--- src/rtl/pot_scan_sched.sv ---
// pot_scan_sched: conversion scheduler for the shared SPI A2D master.
// Round-robin scan of the six slide pots (LP,B1,B2,B3,HP,VOL) with
// interleaved auxiliary conversions, each conversion being a channel
// command transaction followed by a read transaction.
// Optional build macro: SCAN_FILT_EN -- when defined, scan results are
// smoothed as (old + new) >> 1 after the first update of each channel.
module pot_scan_sched #(
    parameter int GAP_CYC = 8,
    parameter int TMO_CYC = 4096
) (
    input  logic        clk,
    input  logic        rst_n,
    output logic        spi_wrt,
    output logic [15:0] spi_cmd,
    input  logic        spi_done,
    input  logic [15:0] spi_resp,
    input  logic        aux_req,
    input  logic [2:0]  aux_chnl,
    output logic        aux_rdy,
    output logic [11:0] aux_data,
    output logic [11:0] POT_LP,
    output logic [11:0] POT_B1,
    output logic [11:0] POT_B2,
    output logic [11:0] POT_B3,
    output logic [11:0] POT_HP,
    output logic [11:0] VOLUME,
    output logic        tmo
);

    localparam int TW = (TMO_CYC > 1) ? $clog2(TMO_CYC) : 1;
    localparam logic [TW-1:0] TMO_LAST = TW'(TMO_CYC - 1);
    localparam logic [TW-1:0] TMO_ONE  = TW'(1);
    localparam logic [7:0]    GAP_LAST = 8'(GAP_CYC);

    typedef enum logic [2:0] {
        S_GAP,
        S_CMD,
        S_WAIT1,
        S_SETTLE,
        S_READ,
        S_WAIT2,
        S_UPDATE
    } state_t;

    state_t            state;
    logic [7:0]        gap_cnt;
    logic [TW-1:0]     tmo_cnt;
    logic [2:0]        scan_idx;
    logic              slot_aux;   // current (and, once done, previous) slot was aux
    logic [11:0]       hold_q;
    logic [5:0][11:0]  pot_q;
    logic [11:0]       pot_next;
    logic              take_aux;
    logic [2:0]        pick_chnl;
    logic [2:0]        next_idx;

    // Upper response bits carry no result information.
    logic unused_resp;
    assign unused_resp = ^spi_resp[15:12];

    // A2D channel for each scan position, LP first, VOL last.
    function automatic logic [2:0] scan_chnl(input logic [2:0] idx);
        logic [2:0] ch;
        case (idx)
            3'd0:    ch = 3'd1;
            3'd1:    ch = 3'd0;
            3'd2:    ch = 3'd4;
            3'd3:    ch = 3'd2;
            3'd4:    ch = 3'd3;
            default: ch = 3'd7;
        endcase
        return ch;
    endfunction

    // Slot choice at the end of the gap: aux never takes two slots in a row.
    always_comb begin
        take_aux  = aux_req && !slot_aux;
        pick_chnl = take_aux ? aux_chnl : scan_chnl(scan_idx);
        next_idx  = (scan_idx == 3'd5) ? 3'd0 : scan_idx + 3'd1;
    end

`ifdef SCAN_FILT_EN
    logic [5:0]  pot_vld;
    logic [12:0] pot_sum;

    // Running average; a channel's first result after reset is taken as-is.
    always_comb begin
        pot_sum  = {1'b0, pot_q[scan_idx]} + {1'b0, hold_q};
        pot_next = pot_vld[scan_idx] ? pot_sum[12:1] : hold_q;
    end
`else
    // Unfiltered: the new result replaces the old one.
    always_comb pot_next = hold_q;
`endif

    // Conversion sequencer with registered SPI strobes and result outputs.
    always_ff @(posedge clk) begin
        if (!rst_n) begin
            state    <= S_GAP;
            gap_cnt  <= 8'd0;
            tmo_cnt  <= '0;
            scan_idx <= 3'd0;
            slot_aux <= 1'b0;
            hold_q   <= 12'h000;
            pot_q    <= '0;
            spi_wrt  <= 1'b0;
            spi_cmd  <= 16'h0000;
            aux_rdy  <= 1'b0;
            aux_data <= 12'h000;
            tmo      <= 1'b0;
`ifdef SCAN_FILT_EN
            pot_vld  <= 6'd0;
`endif
        end else begin
            spi_wrt <= 1'b0;
            spi_cmd <= 16'h0000;
            aux_rdy <= 1'b0;
            tmo     <= 1'b0;
            case (state)
                S_GAP: begin
                    if (gap_cnt == GAP_LAST) begin
                        gap_cnt  <= 8'd0;
                        slot_aux <= take_aux;
                        spi_wrt  <= 1'b1;
                        spi_cmd  <= {2'b00, pick_chnl, 11'h000};
                        state    <= S_CMD;
                    end else begin
                        gap_cnt <= gap_cnt + 8'd1;
                    end
                end
                S_CMD: begin
                    tmo_cnt <= '0;
                    state   <= S_WAIT1;
                end
                S_WAIT1: begin
                    if (spi_done) begin
                        state <= S_SETTLE;
                    end else if (tmo_cnt == TMO_LAST) begin
                        tmo   <= 1'b1;
                        state <= S_GAP;
                        if (!slot_aux)
                            scan_idx <= next_idx;
                    end else begin
                        tmo_cnt <= tmo_cnt + TMO_ONE;
                    end
                end
                S_SETTLE: begin
                    spi_wrt <= 1'b1;
                    spi_cmd <= 16'h0000;
                    state   <= S_READ;
                end
                S_READ: begin
                    tmo_cnt <= '0;
                    state   <= S_WAIT2;
                end
                S_WAIT2: begin
                    if (spi_done) begin
                        hold_q <= spi_resp[11:0];
                        state  <= S_UPDATE;
                    end else if (tmo_cnt == TMO_LAST) begin
                        tmo   <= 1'b1;
                        state <= S_GAP;
                        if (!slot_aux)
                            scan_idx <= next_idx;
                    end else begin
                        tmo_cnt <= tmo_cnt + TMO_ONE;
                    end
                end
                S_UPDATE: begin
                    if (slot_aux) begin
                        aux_data <= hold_q;
                        aux_rdy  <= 1'b1;
                    end else begin
                        pot_q[scan_idx] <= pot_next;
`ifdef SCAN_FILT_EN
                        pot_vld[scan_idx] <= 1'b1;
`endif
                        scan_idx <= next_idx;
                    end
                    state <= S_GAP;
                end
                default: state <= S_GAP;
            endcase
        end
    end

    assign POT_LP = pot_q[0];
    assign POT_B1 = pot_q[1];
    assign POT_B2 = pot_q[2];
    assign POT_B3 = pot_q[3];
    assign POT_HP = pot_q[4];
    assign VOLUME = pot_q[5];

endmodule

--- config.mk ---
export PLATFORM = sky130hd
export DESIGN_NAME = pot_scan_sched
export DESIGN_NICKNAME = d
export VERILOG_FILES = /design/src/rtl/pot_scan_sched.sv
export SDC_FILE = /design/constraint.sdc
export NUM_CORES = 1
export LEC_CHECK = 0
export ABC_CLOCK_PERIOD_IN_PS = 1730
export CORE_UTILIZATION = 30
export CTS_BUF_LIST = sky130_fd_sc_hd__clkbuf_2 sky130_fd_sc_hd__clkbuf_4 sky130_fd_sc_hd__clkbuf_8
export CTS_CLUSTER_DIAMETER = 80
export DETAILED_ROUTE_END_ITERATION = 8
export PLACE_DENSITY_LB_ADDON = 0.05
export SETUP_SLACK_MARGIN = 0.2
export SYNTH_ARGS = -nofsm -noshare
export SYNTH_HDL_FRONTEND = slang
export SYNTH_SLANG_ARGS = --single-unit
--- constraint.sdc ---
create_clock -name clk -period 1.73 [get_ports clk]
set_input_delay 0.346 -clock clk [delete_from_list [all_inputs] [get_ports clk]]
set_output_delay 0.346 -clock clk [all_outputs]
set_load 0.02 [all_outputs]
### Word-level counts from Yosys, hierarchy flattened

Cells that the tools add are included.

* divide/modulo/power cells: 0
* $add $sub $neg: 3
* bitwise logic cells: 3
* equal/unequal tests: 17
* magnitude comparators: 2
* shift-type cells: 0
* multiplexer cells: 23
* reduce and logical (&&, ||, !) cells: 19
* multiply operators: 0

Operators with widths (number)
* bitwise mux 72 bit: 1
* demux 12 bit (select 3 bit): 1
* 2-to-1 mux 12 bit: 3
* 2-to-1 mux 3 bit: 9
* case mux 12 bit (2 select lines): 1
* case mux 3 bit (6 select lines): 1
* equality test 3 bit (second input constant): 5
* case mux 3 bit (5 select lines): 1
* adder 12 x 1 -> 12 bit (second input constant): 1
* equality test 12 bit (second input constant): 1
* equality test 3 x 2 -> 1 bit (second input constant): 4
* AND reduction 2 bit: 6
* AND reduction 3 bit: 3
* adder 8 x 1 -> 8 bit (second input constant): 1
* equality test 8 x 4 -> 1 bit (second input constant): 1
* 2-to-1 mux 8 bit: 1
* equality test 3 x 1 -> 1 bit (second input constant): 2
* logical NOT 3 bit: 2
* != test 2 bit (second input constant): 3
* case mux 3 bit (2 select lines): 1
* less-than comparator 3 x 4 -> 1 bit (second input constant): 1
* nonzero test 2 bit: 2
* OR reduction 2 bit: 2
* adder 3 x 1 -> 3 bit (second input constant): 1
* 8 further kinds: 13

* latch bits: 0
* input port bits: 23
* memories kept: 0
* bits in writable memories: 0
* register bits after elaboration: 142
* bits in read-only memories: 0
* word-level logic and storage cells: 85

### Longest topological paths before layout

* depth after elaboration: 6
* mapped depth: 7
* mapped depth without buffers: 6

### Least setup slack after synthesis

Ideal clock, no wire load.

* path type: reg2reg
* from: register tmo_cnt[0]
* to: register scan_idx[1]
* arrival: 1.846 ns
* stages on the path, launching flop included: 7
* required time: 1.658 ns
* clock period less this slack: 1.917 ns
* path buffers: 1
* library setup time: 0.072 ns
* path slack: -0.187 ns
* path through: dfxtp_1 -> ha_1 -> clkbuf_2 -> nand4_1 -> or4_4 -> a2111oi_2 -> mux2i_1

* cells in the longest elaborated chain, start to end: 3

RTL lines
* start: declaration: line 47 `logic [TW-1:0] tmo_cnt;`
* start signal: assignment: line 144 `tmo_cnt <= tmo_cnt + TMO_ONE;`
* start signal: assignment: line 166 `tmo_cnt <= tmo_cnt + TMO_ONE;`
* equality test 12 bit: line 138, 160
* != test 2 x 1 -> 1 bit (no line)
* AND reduction 3 bit (no line)
* end signal: assignment: line 142 `scan_idx <= next_idx;`
* end signal: assignment: line 164 `scan_idx <= next_idx;`
* end signal: assignment: line 178 `scan_idx <= next_idx;`
* end: declaration: line 48 `logic [2:0] scan_idx;`

Every way passes these cells.
A chain may end at the register's enable or synchronous reset.

### Worst setup path after layout

* from: register tmo_cnt[1]
* to: register scan_idx[1]

Same word-level chain as after synthesis.

==> out/results.tsv <==
metric	value	unit
cpPeakStageDelay	0.48	ns
fin_skew	0.009748	ns
drive_gt1_share	26.49	%
pwr-share-seq	51.6	%
synthArstFlopShare	0	%
dp_slack	-0.4548	ns
synth.distinct_cells	57	
synthXorXnorAreaFrac	1.158	%
fillerInstances	1659	
num_vias	4534	
p_leak	3.180	nW
portBuffers	108	
rsz0062_at_grt	yes	
synth_area	0.005293	mm2
cp_slowest_cell	or4_4	
path_clk_slew	0.08	ns
ant_nets	0	
die_h	134.8	um
synth_cells	578	
critical_path_class	flop to flop	
htreeDepth	4	
crit_fanout	2	
synthMuxAreaShare	14.37	%
final_cell_mix	dfxtp_1, nor2_1, mux2i_1	
rows	48	
initial_utilization	30.71	%
grt_pass1_wl	24610	um
dp_hpwl	10330	um
violations	negative setup slack	
cts_tree	done	
numCtsBuffers	17	
area_delta_synth_final	48.77	%
drv_slew	0	
fmax	559.9	MHz
max_cap_viol_count	0	
ir_drop	0.0004339	V
synth_edf_count	0	
dieWidth	134.8	um
synth_largest_area_cell	dfxtp_1	
pwr-share-clk	44.3	%
wl_per_cell	16.56	um
hold_viol	0	
fin_ws	-0.05605	ns
hold_ws	0.4422	ns
drtIter0Drc	245	
layout_commonest_cell	dfxtp_1	
via_per_inst	4.698	
core_area	0.01724	mm2
io-pin-count	126	
utilization	45.68	%
combPwrFrac	4.1	%
dieArea	0.01818	mm2
power.internal	0.004367	W
final_nets	754	
ys_ff_latch	129	
max_slew.worst_pin.slew	0.5734	ns
setup_viol	4	
cp-start-kind	flop	
post-route-drc-count	0	
synth_top_family_by_area	simple AND/OR/NAND/NOR gates	
yosysSeqAreaShare	48.79	%
maxSlewHeadroom	61.72	%
finalSetupTns	-0.1390	ns
fin_cells	965	
crit_path_end_kind	flop	
ys.flop_type	dfxtp_1	
seq_area	0.002600	mm2
cts_hold_buffers	0	
yosys_warnings	0	
cts_root_buf	clkbuf_8	
grt_pass1_vias	4467	
place_inst	910	
grt-ovfl-total	0	
synth_fa_ha_area_share	0.7092	%
timing.final.crit_share	103.2	%
powerDensity	733.8	mW/mm2
antenna_found_initial	0	
synth.area.top_cells	dfxtp_1, mux2i_1, nor2_1, nand2_1, a21oi_1	
p_switching	0.001411	W
fin_crit	1.786	ns
p_sw_share	24.42	%
synth_compound_area_share	9.007	%
cts_sinks	129	
gp_congestion	0.7934	
grt_use_total	18.08	%
totalWireLength	15980	um
multi_input_area	0.002811	mm2
dr.pass1.iters	4	
crit_chain	ha_4 > nand4_1 > or4_4 > a2111oi_4 > mux2i_1	
clock_latency	0.45	ns
status	finished, violations left	
min_path_type	input port to flop	
arrival	2.17	ns
antenna_cells	0	
grt_start_max_net_pins	55	
critical_path_required	2.12	ns
clockBufferDepth	2	
yosys.area_share.simple	19.39	%
syn_area_per_cell	9.157	um2
synth_top_cell_area_share	48.79	%
==> layout make-up <==
class	count	share of cell area, %
repair buffers	182	22.41
clock buffers	21	3.671
multi-input cells	391	35.71
inverters	7	0.3337
clock inverters	10	1.287
flip-flops and latches	129	33.02
well taps	225	3.575
==> cell usage after synthesis (2+ instances only) <==
library cell	number
a21oi_1	38
o31ai_1	5
o2111ai_1	2
nor3_1	2
nand2_1	62
a211oi_1	2
nand3b_1	3
ha_1	3
and3_1	6
buf_4	15
nand4_1	8
nor2b_1	2
or3_1	2
clkbuf_1	38
buf_6	2
nor2_1	92
or4_1	5
o41ai_1	3
a31o_2	2
nand2b_1	5
and4_1	2
mux2i_1	76
nor4_1	3
dfxtp_1	129
buf_2	7
nand4b_1	3
xor2_1	6
a211o_1	2
o21a_1	2
o21ai_0	4
nand3_1	13
o311ai_0	3
nor4b_1	2
inv_1	6
==> registers in the layout (all words and copies together), names as in the netlist <==
signal,cells
aux_data,12
POT_B3,12
VOLUME,12
POT_B1,12
spi_wrt,1
hold_q,12
tmo_cnt,12
POT_B2,12
aux_rdy,1
gap_cnt,8
POT_LP,12
slot_aux,1
POT_HP,12
state,3
tmo,1
scan_idx,3
spi_cmd,3
==> worst max-delay path, delay by kind of cell (launching register included) <==
family          cells  cell delay [ns]
compound gates      1             0.42
fa+ha+maj           1             0.14
flops               1             0.36
mux                 1             0.22
simple gates        2             0.60
==> power by group through the flow <==
stage / registers [W] / logic (W) / clock network (W)
global route: 0.00298 / 0.000258 / 0.00280
global placement: 0.00305 / 0.000201 / 0
detailed placement: 0.00305 / 0.000200 / 0
floorplan: 0.00305 / 0.000132 / 0
CTS: 0.00298 / 0.000221 / 0.00265
finish: 0.00298 / 0.000238 / 0.00256
==> per-stage QoR <==
stage | power, W | area [um2]
floorplan | 0.003182 | 5461
global placement | 0.003251 | 6960
detailed placement | 0.003251 | 6960
CTS | 0.005851 | 7604
global route | 0.006038 | 7874
finish | 0.005778 | 7874
==> logic make-up (layout without fill, tap and decap cells) <==
| family | after synthesis | in the layout |
|---|---|---|
| and+or+nand+nor | 219 | 219 |
| DFF | 129 | 129 |
| muxes | 76 | 76 |
| AOI/OAI and AO/OA | 73 | 73 |
| buffers and inverters | 70 | 220 |
| xor gates and xnor gates | 7 | 7 |
| adders and majority gates | 3 | 3 |
| other | 1 | 13 |
==> metal layers <==
layer	GRT usage (%)	vias up	routed length, um
met5	0	-	0
met4	6.242	0	148
met3	6.569	10	1070
met2	28.98	109	7655
met1	22.28	2151	7103
li1	-	2264	-
==> path summary, 6_finish.rpt <==
kind	endpoint	startpoint	slack, ns	cells after the start
setup / recovery	scan_idx[1]	tmo_cnt[1]	-0.06	5
hold / removal	hold_q[11]	spi_resp[11]	0.44	3
setup reg to reg	scan_idx[1]	tmo_cnt[1]	-0.06	5
hold reg to reg	aux_data[9]	aux_data[9]	0.46	2
==> repair_timing <==
action / CTS / global route
gates cloned: 2 / 2
buffers inserted: 12 / 8
resized for setup: 153 / 108
pin swaps: 14 / 27
endpoints found under the setup margin: 204 / 168
(Power assumes the default switching activity.)
